File: src/rtl/rf_host_pkg.sv
// Shared constants for the RF transceiver host controller: opcodes, status codes,
// command bytes, transfer lengths and the controller state encoding.
package rf_host_pkg;

  localparam logic [2:0] OP_SET_MODE   = 3'd0;
  localparam logic [2:0] OP_WRITE_SAVE = 3'd1;
  localparam logic [2:0] OP_WRITE_VOL  = 3'd2;
  localparam logic [2:0] OP_READ_CFG   = 3'd3;
  localparam logic [2:0] OP_READ_VER   = 3'd4;
  localparam logic [2:0] OP_RESET      = 3'd5;

  localparam logic [1:0] ST_OK     = 2'd0;
  localparam logic [1:0] ST_AUX_TO = 2'd1;
  localparam logic [1:0] ST_RX_TO  = 2'd2;
  localparam logic [1:0] ST_BAD    = 2'd3;

  localparam logic [7:0] CMD_C0 = 8'hC0;
  localparam logic [7:0] CMD_C1 = 8'hC1;
  localparam logic [7:0] CMD_C2 = 8'hC2;
  localparam logic [7:0] CMD_C3 = 8'hC3;
  localparam logic [7:0] CMD_C4 = 8'hC4;

  localparam logic [1:0] MODE_PROG = 2'b11;

  localparam logic [2:0] TX_LEN_WRITE = 3'd6;
  localparam logic [2:0] TX_LEN_SHORT = 3'd3;
  localparam logic [2:0] RSP_LEN_CFG  = 3'd6;
  localparam logic [2:0] RSP_LEN_VER  = 3'd4;

  typedef enum logic [2:0] {
    S_IDLE, S_SWITCH, S_WAIT_AUX, S_SEND, S_RECV, S_RESTORE, S_DONE
  } state_t;

  // Which leg of the operation a WAIT_AUX visit belongs to.
  typedef enum logic [1:0] {PH_PRE, PH_POST, PH_BACK} phase_t;

  function automatic int unsigned max3(input int unsigned a, input int unsigned b,
                                       input int unsigned c);
    int unsigned m;
    m = (a > b) ? a : b;
    return (m > c) ? m : c;
  endfunction

  function automatic logic is_read(input logic [2:0] op);
    return (op == OP_READ_CFG) || (op == OP_READ_VER);
  endfunction

  function automatic logic [2:0] tx_len(input logic [2:0] op);
    return ((op == OP_WRITE_SAVE) || (op == OP_WRITE_VOL)) ? TX_LEN_WRITE : TX_LEN_SHORT;
  endfunction

  function automatic logic [2:0] rx_len(input logic [2:0] op);
    return (op == OP_READ_CFG) ? RSP_LEN_CFG : RSP_LEN_VER;
  endfunction

  function automatic logic [7:0] rsp_hdr(input logic [2:0] op);
    return (op == OP_READ_CFG) ? CMD_C0 : CMD_C3;
  endfunction

  // Byte idx of the outgoing frame; write frames carry cfg MSB byte first after the command.
  function automatic logic [7:0] tx_byte(input logic [2:0] op, input logic [39:0] cfg,
                                         input logic [2:0] idx);
    logic [7:0] b;
    b = 8'h00;
    case (op)
      OP_WRITE_SAVE, OP_WRITE_VOL: begin
        case (idx)
          3'd0: b = (op == OP_WRITE_SAVE) ? CMD_C0 : CMD_C2;
          3'd1: b = cfg[39:32];
          3'd2: b = cfg[31:24];
          3'd3: b = cfg[23:16];
          3'd4: b = cfg[15:8];
          3'd5: b = cfg[7:0];
          default: b = 8'h00;
        endcase
      end
      OP_READ_CFG: b = CMD_C1;
      OP_READ_VER: b = CMD_C3;
      OP_RESET:    b = CMD_C4;
      default:     b = 8'h00;
    endcase
    return b;
  endfunction

endpackage

File: src/rtl/rf_host_controller_sync_2ff.sv
// Two-flop synchroniser for the asynchronous AUX ready pin.
module sync_2ff (
  input  logic clk,
  input  logic rst,
  input  logic d,
  output logic q
);

  logic meta;

  always_ff @(posedge clk) begin
    if (rst) begin
      meta <= 1'b0;
      q    <= 1'b0;
    end else begin
      meta <= d;
      q    <= meta;
    end
  end

endmodule

File: src/rtl/rf_host_controller.sv
// Host-side sequencer for the RF transceiver: drives M1:M0, waits on AUX, runs the
// UART command frames and restores the pre-operation mode after programming ops.
//
// state      | meaning
// S_IDLE     | ready for a command
// S_SWITCH   | drive target mode pins, arm settle (skipped if already there)
// S_WAIT_AUX | settle countdown, then wait for AUX high with timeout
// S_SEND     | stream the command frame to the UART
// S_RECV     | collect response bytes with inter-byte timeout
// S_RESTORE  | switch back to the saved mode if it was not the programming mode
// S_DONE     | one-cycle response pulse
module rf_host_controller
  import rf_host_pkg::*;
#(
  parameter logic [1:0]  DEFAULT_MODE  = 2'd3,
  parameter int unsigned SETTLE_CYCLES = 31250,
  parameter int unsigned AUX_TIMEOUT   = 1250000,
  parameter int unsigned RX_TIMEOUT    = 625000
) (
  input  logic        internal_clk,
  input  logic        rst,
  input  logic        cmd_valid,
  output logic        cmd_ready,
  input  logic [2:0]  cmd_op,
  input  logic [1:0]  cmd_mode,
  input  logic [39:0] cmd_cfg,
  output logic [7:0]  tx_data,
  output logic        tx_valid,
  input  logic        tx_ready,
  input  logic [7:0]  rx_data,
  input  logic        rx_valid,
  output logic        M0,
  output logic        M1,
  input  logic        AUX,
  output logic        rsp_valid,
  output logic [1:0]  rsp_status,
  output logic [47:0] rsp_data,
  output logic        busy
);

  localparam int unsigned CNT_MAX = max3(SETTLE_CYCLES, AUX_TIMEOUT, RX_TIMEOUT);
  localparam int CNT_W = $clog2(CNT_MAX + 1);
  localparam logic [CNT_W-1:0] SETTLE_LD = CNT_W'(SETTLE_CYCLES - 1);
  localparam logic [CNT_W-1:0] AUX_LD    = CNT_W'(AUX_TIMEOUT - 1);
  localparam logic [CNT_W-1:0] RX_LD     = CNT_W'(RX_TIMEOUT - 1);
  localparam logic [CNT_W-1:0] CNT_ONE   = CNT_W'(1);

  state_t             state_q, state_d;
  phase_t             phase_q, phase_d;
  logic               settling_q, settling_d;
  logic [CNT_W-1:0]   cnt_q, cnt_d;
  logic [1:0]         mode_q, mode_d;
  logic [1:0]         saved_q, saved_d;
  logic [1:0]         target_q, target_d;
  logic [2:0]         op_q, op_d;
  logic [2:0]         idx_q, idx_d;
  logic [39:0]        cfg_q, cfg_d;
  logic [1:0]         status_q, status_d;
  logic [47:0]        data_q, data_d;
  logic               aux_s;
  logic               cnt_zero;

  sync_2ff u_aux_sync (
    .clk (internal_clk),
    .rst (rst),
    .d   (AUX),
    .q   (aux_s)
  );

  assign cnt_zero = (cnt_q == '0);

  always_comb begin
    state_d    = state_q;
    phase_d    = phase_q;
    settling_d = settling_q;
    cnt_d      = cnt_q;
    mode_d     = mode_q;
    saved_d    = saved_q;
    target_d   = target_q;
    op_d       = op_q;
    idx_d      = idx_q;
    cfg_d      = cfg_q;
    status_d   = status_q;
    data_d     = data_q;

    case (state_q)
      S_IDLE: begin
        if (cmd_valid) begin
          op_d     = cmd_op;
          cfg_d    = cmd_cfg;
          status_d = ST_OK;
          data_d   = '0;
          idx_d    = '0;
          if (cmd_op > OP_RESET) begin
            status_d = ST_BAD;
            state_d  = S_DONE;
          end else if (cmd_op == OP_SET_MODE) begin
            target_d = cmd_mode;
            state_d  = S_SWITCH;
          end else begin
            target_d = MODE_PROG;
            saved_d  = mode_q;
            state_d  = S_SWITCH;
          end
        end
      end

      S_SWITCH: begin
        phase_d = PH_PRE;
        state_d = S_WAIT_AUX;
        if (target_q == mode_q) begin
          cnt_d      = AUX_LD;
          settling_d = 1'b0;
        end else begin
          mode_d     = target_q;
          cnt_d      = SETTLE_LD;
          settling_d = 1'b1;
        end
      end

      S_WAIT_AUX: begin
        if (settling_q) begin
          if (cnt_zero) begin
            settling_d = 1'b0;
            cnt_d      = AUX_LD;
          end else begin
            cnt_d = cnt_q - CNT_ONE;
          end
        end else if (aux_s) begin
          idx_d = '0;
          case (phase_q)
            PH_PRE:  state_d = (op_q == OP_SET_MODE) ? S_DONE : S_SEND;
            PH_POST: state_d = S_RESTORE;
            default: state_d = S_DONE;
          endcase
        end else if (cnt_zero) begin
          // A restore-leg timeout must not hide an earlier failure.
          if (status_q == ST_OK) status_d = ST_AUX_TO;
          state_d = ((phase_q == PH_BACK) || (op_q == OP_SET_MODE)) ? S_DONE : S_RESTORE;
        end else begin
          cnt_d = cnt_q - CNT_ONE;
        end
      end

      S_SEND: begin
        if (tx_ready) begin
          if (idx_q == tx_len(op_q) - 3'd1) begin
            idx_d = '0;
            if (is_read(op_q)) begin
              state_d = S_RECV;
              cnt_d   = RX_LD;
            end else begin
              state_d    = S_WAIT_AUX;
              phase_d    = PH_POST;
              settling_d = 1'b0;
              cnt_d      = AUX_LD;
            end
          end else begin
            idx_d = idx_q + 3'd1;
          end
        end
      end

      S_RECV: begin
        if (rx_valid) begin
          data_d = data_q | ({rx_data, 40'h0} >> {idx_q, 3'b000});
          if ((idx_q == 3'd0) && (rx_data != rsp_hdr(op_q))) status_d = ST_BAD;
          cnt_d = RX_LD;
          if (idx_q == rx_len(op_q) - 3'd1) state_d = S_RESTORE;
          else idx_d = idx_q + 3'd1;
        end else if (cnt_zero) begin
          if (status_q != ST_BAD) status_d = ST_RX_TO;
          state_d = S_RESTORE;
        end else begin
          cnt_d = cnt_q - CNT_ONE;
        end
      end

      S_RESTORE: begin
        if (saved_q != MODE_PROG) begin
          mode_d     = saved_q;
          cnt_d      = SETTLE_LD;
          settling_d = 1'b1;
          phase_d    = PH_BACK;
          state_d    = S_WAIT_AUX;
        end else begin
          state_d = S_DONE;
        end
      end

      S_DONE:  state_d = S_IDLE;
      default: state_d = S_IDLE;
    endcase
  end

  always_ff @(posedge internal_clk) begin
    if (rst) begin
      state_q    <= S_IDLE;
      phase_q    <= PH_PRE;
      settling_q <= 1'b0;
      cnt_q      <= '0;
      mode_q     <= DEFAULT_MODE;
      saved_q    <= DEFAULT_MODE;
      target_q   <= DEFAULT_MODE;
      op_q       <= OP_SET_MODE;
      idx_q      <= '0;
      cfg_q      <= '0;
      status_q   <= ST_OK;
      data_q     <= '0;
    end else begin
      state_q    <= state_d;
      phase_q    <= phase_d;
      settling_q <= settling_d;
      cnt_q      <= cnt_d;
      mode_q     <= mode_d;
      saved_q    <= saved_d;
      target_q   <= target_d;
      op_q       <= op_d;
      idx_q      <= idx_d;
      cfg_q      <= cfg_d;
      status_q   <= status_d;
      data_q     <= data_d;
    end
  end

  assign cmd_ready  = (state_q == S_IDLE);
  assign busy       = ~cmd_ready;
  assign tx_valid   = (state_q == S_SEND);
  assign tx_data    = tx_valid ? tx_byte(op_q, cfg_q, idx_q) : 8'h00;
  assign rsp_valid  = (state_q == S_DONE);
  assign rsp_status = status_q;
  assign rsp_data   = data_q;
  assign M1         = mode_q[1];
  assign M0         = mode_q[0];

endmodule

File: config.mk
export PLATFORM = sky130hd
export DESIGN_NAME = rf_host_controller
export DESIGN_NICKNAME = d
export VERILOG_FILES = /design/src/rtl/rf_host_pkg.sv /design/src/rtl/rf_host_controller_sync_2ff.sv /design/src/rtl/rf_host_controller.sv
export SDC_FILE = /design/constraint.sdc
export NUM_CORES = 1
export LEC_CHECK = 0
export ABC_AREA = 1
export CAP_MARGIN = 20
export CORE_ASPECT_RATIO = 1.2
export CORE_UTILIZATION = 45
export CTS_CLUSTER_SIZE = 25
export DETAILED_ROUTE_END_ITERATION = 10
export GPL_TIMING_DRIVEN = 0
export PLACE_DENSITY = 0.71
export RECOVER_POWER = 100
export SETUP_SLACK_MARGIN = 0.5
export SYNTH_ARGS = -nofsm -noshare
export SYNTH_HDL_FRONTEND = slang
export SYNTH_SLANG_ARGS = --single-unit
File: constraint.sdc
create_clock -name internal_clk -period 3.5 [get_ports internal_clk]
set_input_delay 0.7 -clock internal_clk [delete_from_list [all_inputs] [get_ports internal_clk]]
set_output_delay 0.7 -clock internal_clk [all_outputs]
set_load 0.01 [all_outputs]
==> flow_summary.yaml <==
sta:
  worst_slew_pin_slew_ns: 0.7428
  unrepaired_setup_endpoints_after_global_routing: "true"
  hold_viol_final: 0
  fin_worst_skew_ns: 0.008936
  fin_crit_sh_pct: 88.22
  layout_min_cycle_time_ns: 3.088
  max_clock_freq_mhz: 323.9
  worst_slew_margin_rel_pct: 50.10
  setup_viol: 0
  drv_slew: 0
  post_route_setup_slack_ns: 0.4124
layout:
  flow.area_growth_from_synthesis_pct: 33.27
  multi_input_area_sq_um: 3357
  regArea_sq_um: 2626
  fillerInstances: 1332
  fraction_of_layout_cells_with_a_size_suffix_above_1_pct: 8.202
  design.final.nets: 1201
yosys:
  synth_seq_cells: 131
  postSynthAreaPerCell_sq_um: 6.669
  yosysSeqAreaShare_pct: 40.17
  syn_nets: 1047
  netlist_area_sq_um: 6529
  yosysUniqueCellTypes: 37
  synth_warnings: 0
  post_synth_inst_count: 979
placement:
  port_buffers: 122
  dp_worst_setup_slack_ns: -0.4326
  gp_routability_congestion: 0.9174
  hpwlAfterDp_microns: 14780
floorplan:
  rows: 47
  dieHeight_microns: 133.9
  floorplan.die_area_sq_um: 15000
  start_util_pct: 46.65
  die_width_microns: 112.0
  placeableCoreArea_sq_um: 14000
  top_level_ports: 123
drt:
  avgViaCountPerCell: 5.326
  drt-total-wl_microns: 20340
  post-route-drc-count: 1
  ant_nets: 0
  drt_pass1_iterations: 9
  route.detailed.wl_per_inst_microns: 15.43
  detailedRoute.firstIterationViolations: 467
  detailroute.via_count: 7020
global_route:
  grt_antenna_before_repair: 1
  grt_remaining_overflow: 0
  groute.usage.overall_pct: 27.68
  first_global_vias: 6615
  grt_start_max_net_pins: 17
  grt_pass1_wl_microns: 32820
cts:
  root_buffer_master: "sky130_fd_sc_hd__clkbuf_16"
  worstSkewPairLatency_ns: 0.43
  htreeDepth: 4
  tritoncts.num_buffers: 17
  cts_num_sinks: 131
  cts.path.max_buffers: 2
  number_of_hold_buffers_added_after_cts: 0
  cts_tree: "done"
  clk_transition_reported_paths_ns: 0.06
power_and_ir_drop:
  power_mw: 7.074
  power.leakage_nw: 3.904
  vdd.ir_drop.worst_v: 0.0003748
  power.density_cell_area_nw_per_um2: 813.0
worst_setup_path:
  timing.critical_path.from_type: "register"
  path_cells: "clkbuf_1 -> inv_1 -> nor2_1 -> inv_1 -> nor2_1 -> o41ai_4 -> buf_4 -> buf_4 -> nor2_1 -> clkbuf_1"
  critical-path-max-stage-delay_ns: 0.30
  cp.buffers_inverters: 6
  reg2reg_depth: 11
  cp.required_ns: 2.80
  cpMaxStageDelayCell: "sky130_fd_sc_hd__dfxtp_1"
  critPathTopFamily: "buffers and inverters"
  worstReg2RegStart: "state_q[0]"
  worstReg2RegEnd: "rsp_data[22]"
  setup.reg_to_reg.worst_slack_ns: 0.55
  critPathMostFrequentCell: "sky130_fd_sc_hd__nor2_1"
  end_kind: "output port"
  worst_path_max_fanout: 7
  critical_path_class: "reg -> out"
  worst_ep_arrival_time_ns: 2.39
outcome:
  run_status: "complete, but fails checks"
  violations: "design-rule violations"
min_path:
  min_delay_worst_endpoint: "u_aux_sync.q"
  timing.hold.worst_path_depth: 2
  classification_of_the_worst_slack_hold_path: "reg -> reg"
  worstHoldStart: "u_aux_sync.meta"
job:
  maxCapViolCount: 0
## cells in the final DEF, fill, tap and decap left out, types with 4 or more instances in the layout
cell	netlist	final
sky130_fd_sc_hd__inv_2	6	4
sky130_fd_sc_hd__a31oi_1	18	18
sky130_fd_sc_hd__xor2_1	5	5
sky130_fd_sc_hd__clkdlybuf4s50_1	0	57
sky130_fd_sc_hd__nor2_1	172	182
sky130_fd_sc_hd__dlygate4sd3_1	0	57
sky130_fd_sc_hd__clkbuf_16	0	18
sky130_fd_sc_hd__buf_4	0	11
sky130_fd_sc_hd__nand2_1	199	197
sky130_fd_sc_hd__a21oi_1	93	93
sky130_fd_sc_hd__ha_1	9	5
sky130_fd_sc_hd__o22ai_1	6	4
sky130_fd_sc_hd__nand4_1	13	13
sky130_fd_sc_hd__nand3b_1	4	4
sky130_fd_sc_hd__dfxtp_1	131	128
sky130_fd_sc_hd__clkbuf_1	25	28
sky130_fd_sc_hd__inv_6	0	4
sky130_fd_sc_hd__o21ai_0	73	72
sky130_fd_sc_hd__inv_1	110	107
sky130_fd_sc_hd__nand3_1	41	42
sky130_fd_sc_hd__buf_2	8	12
sky130_fd_sc_hd__clkinv_4	0	5
sky130_fd_sc_hd__nor3_1	18	18
## layer usage
layer | wire length (microns) | vias up | global-route usage (%)
met5 | 0 | - | 0
met1 | 8535 | 3204 | 33.69
met3 | 1149 | 57 | 5.739
li1 | - | 3502 | -
met2 | 10000 | 257 | 47.93
met4 | 656 | 0 | 10.59
## how the worst max path moves through the flow
stage	from	end	slack, ns	cells past startpoint
floorplan	idx_q[0]	tx_data[2]	0.75	12
global placement	idx_q[0]	tx_data[7]	-0.48	9
detailed placement	idx_q[0]	tx_data[7]	-0.43	9
CTS	idx_q[0]	tx_data[6]	0.49	11
global route	state_q[0]	rsp_data[22]	0.22	11
finish	state_q[0]	tx_data[3]	0.41	10
## logic make-up after synthesis
family,Yosys count,share of synthesized area [%]
xor gates and xnor gates,8,1.073
AOI/OAI and AO/OA,209,17.40
buffers and inverters,152,9.122
and+or+nand+nor,470,30.51
adders and majority gates,9,1.725
DFF,131,40.17
## through the flow
stage	instances	util, %	instance area, sq um	hold slack [ns]	setup TNS, ns
5_1_grt	1318	62.17	8701	0.4362	0
2_1_floorplan	979	-	6529	0.3883	0
3_3_place_gp	1272	56.90	7964	0.3992	-3.011
6_report	1318	62.17	8701	0.4227	0
4_1_cts	1315	62.50	8747	0.4246	0
3_5_place_dp	1272	56.90	7964	0.4027	-2.728
## cell usage after synthesis, drive strengths merged
cell type | instances | area share [%]
a21oi | 93 | 7.1
inv | 116 | 6.7
nor4 | 1 | 0.096
o221ai | 2 | 0.27
dfxtp | 131 | 40
buf | 11 | 1.0
o21ai | 76 | 5.8
o41ai | 1 | 0.25
xnor2 | 3 | 0.40
o31ai | 1 | 0.12
nand2 | 201 | 12
o21bai | 1 | 0.12
nand4 | 13 | 1.2
clkbuf | 25 | 1.4
o211ai | 2 | 0.23
nand3b | 4 | 0.46
a21o | 2 | 0.23
nor2 | 187 | 12
a221oi | 5 | 0.67
nand3 | 42 | 3.3
nor3 | 19 | 1.6
o22ai | 6 | 0.57
a2111oi | 2 | 0.27
a31oi | 18 | 1.7
xor2 | 5 | 0.67
ha | 9 | 1.7
or2 | 2 | 0.19
and2 | 1 | 0.096
## registers in the layout (all words and copies together), names as in the netlist, 2 cells and up
| register | cells |
|---|---|
| rsp_data | 48 |
| cfg_q | 40 |
| rsp_status | 2 |
| phase_q | 2 |
| op_q | 3 |
| state_q | 3 |
| cnt_q | 21 |
| idx_q | 3 |
| mode_q | 2 |
| target_q | 2 |
| saved_q | 2 |
## area by class of cell
cell class | count | share of cell area (%)
well taps | 171 | 2.459
clock buffers | 18 | 5.047
multi-input cells | 696 | 38.58
repair buffers | 135 | 14.75
plain buffers | 36 | 2.128
flip-flops and latches | 131 | 30.18
diodes | 1 | 0.02876
inverters | 116 | 5.134
clock inverters | 14 | 1.682
## worst register-to-register path, stage by stage, from the launching register on
cell	delay (ns)
sky130_fd_sc_hd__dfxtp_1	0.30
sky130_fd_sc_hd__clkbuf_1	0.17
sky130_fd_sc_hd__nor2_1	0.12
sky130_fd_sc_hd__inv_1	0.09
sky130_fd_sc_hd__nor2_1	0.29
sky130_fd_sc_hd__inv_1	0.23
sky130_fd_sc_hd__nor2_1	0.51
sky130_fd_sc_hd__nor2_1	0.23
sky130_fd_sc_hd__nor3_4	0.31
sky130_fd_sc_hd__clkbuf_1	0.40
sky130_fd_sc_hd__a31oi_1	0.14
sky130_fd_sc_hd__nor2_1	0.12
## where the power goes
part,internal [mW],switching (mW)
combinational,1.13,2.13
sequential,1.81,0.251
clock,1.02,0.743
total,3.95,3.12
## what timing repair did
item	4_1_cts	5_1_grt
cloned	0	0
gates resized for setup	71	16
pin swaps	6	4
endpoints found under the setup margin	8	8
buffers inserted	11	2
Note: power is estimated with default switching activity, not from simulation.
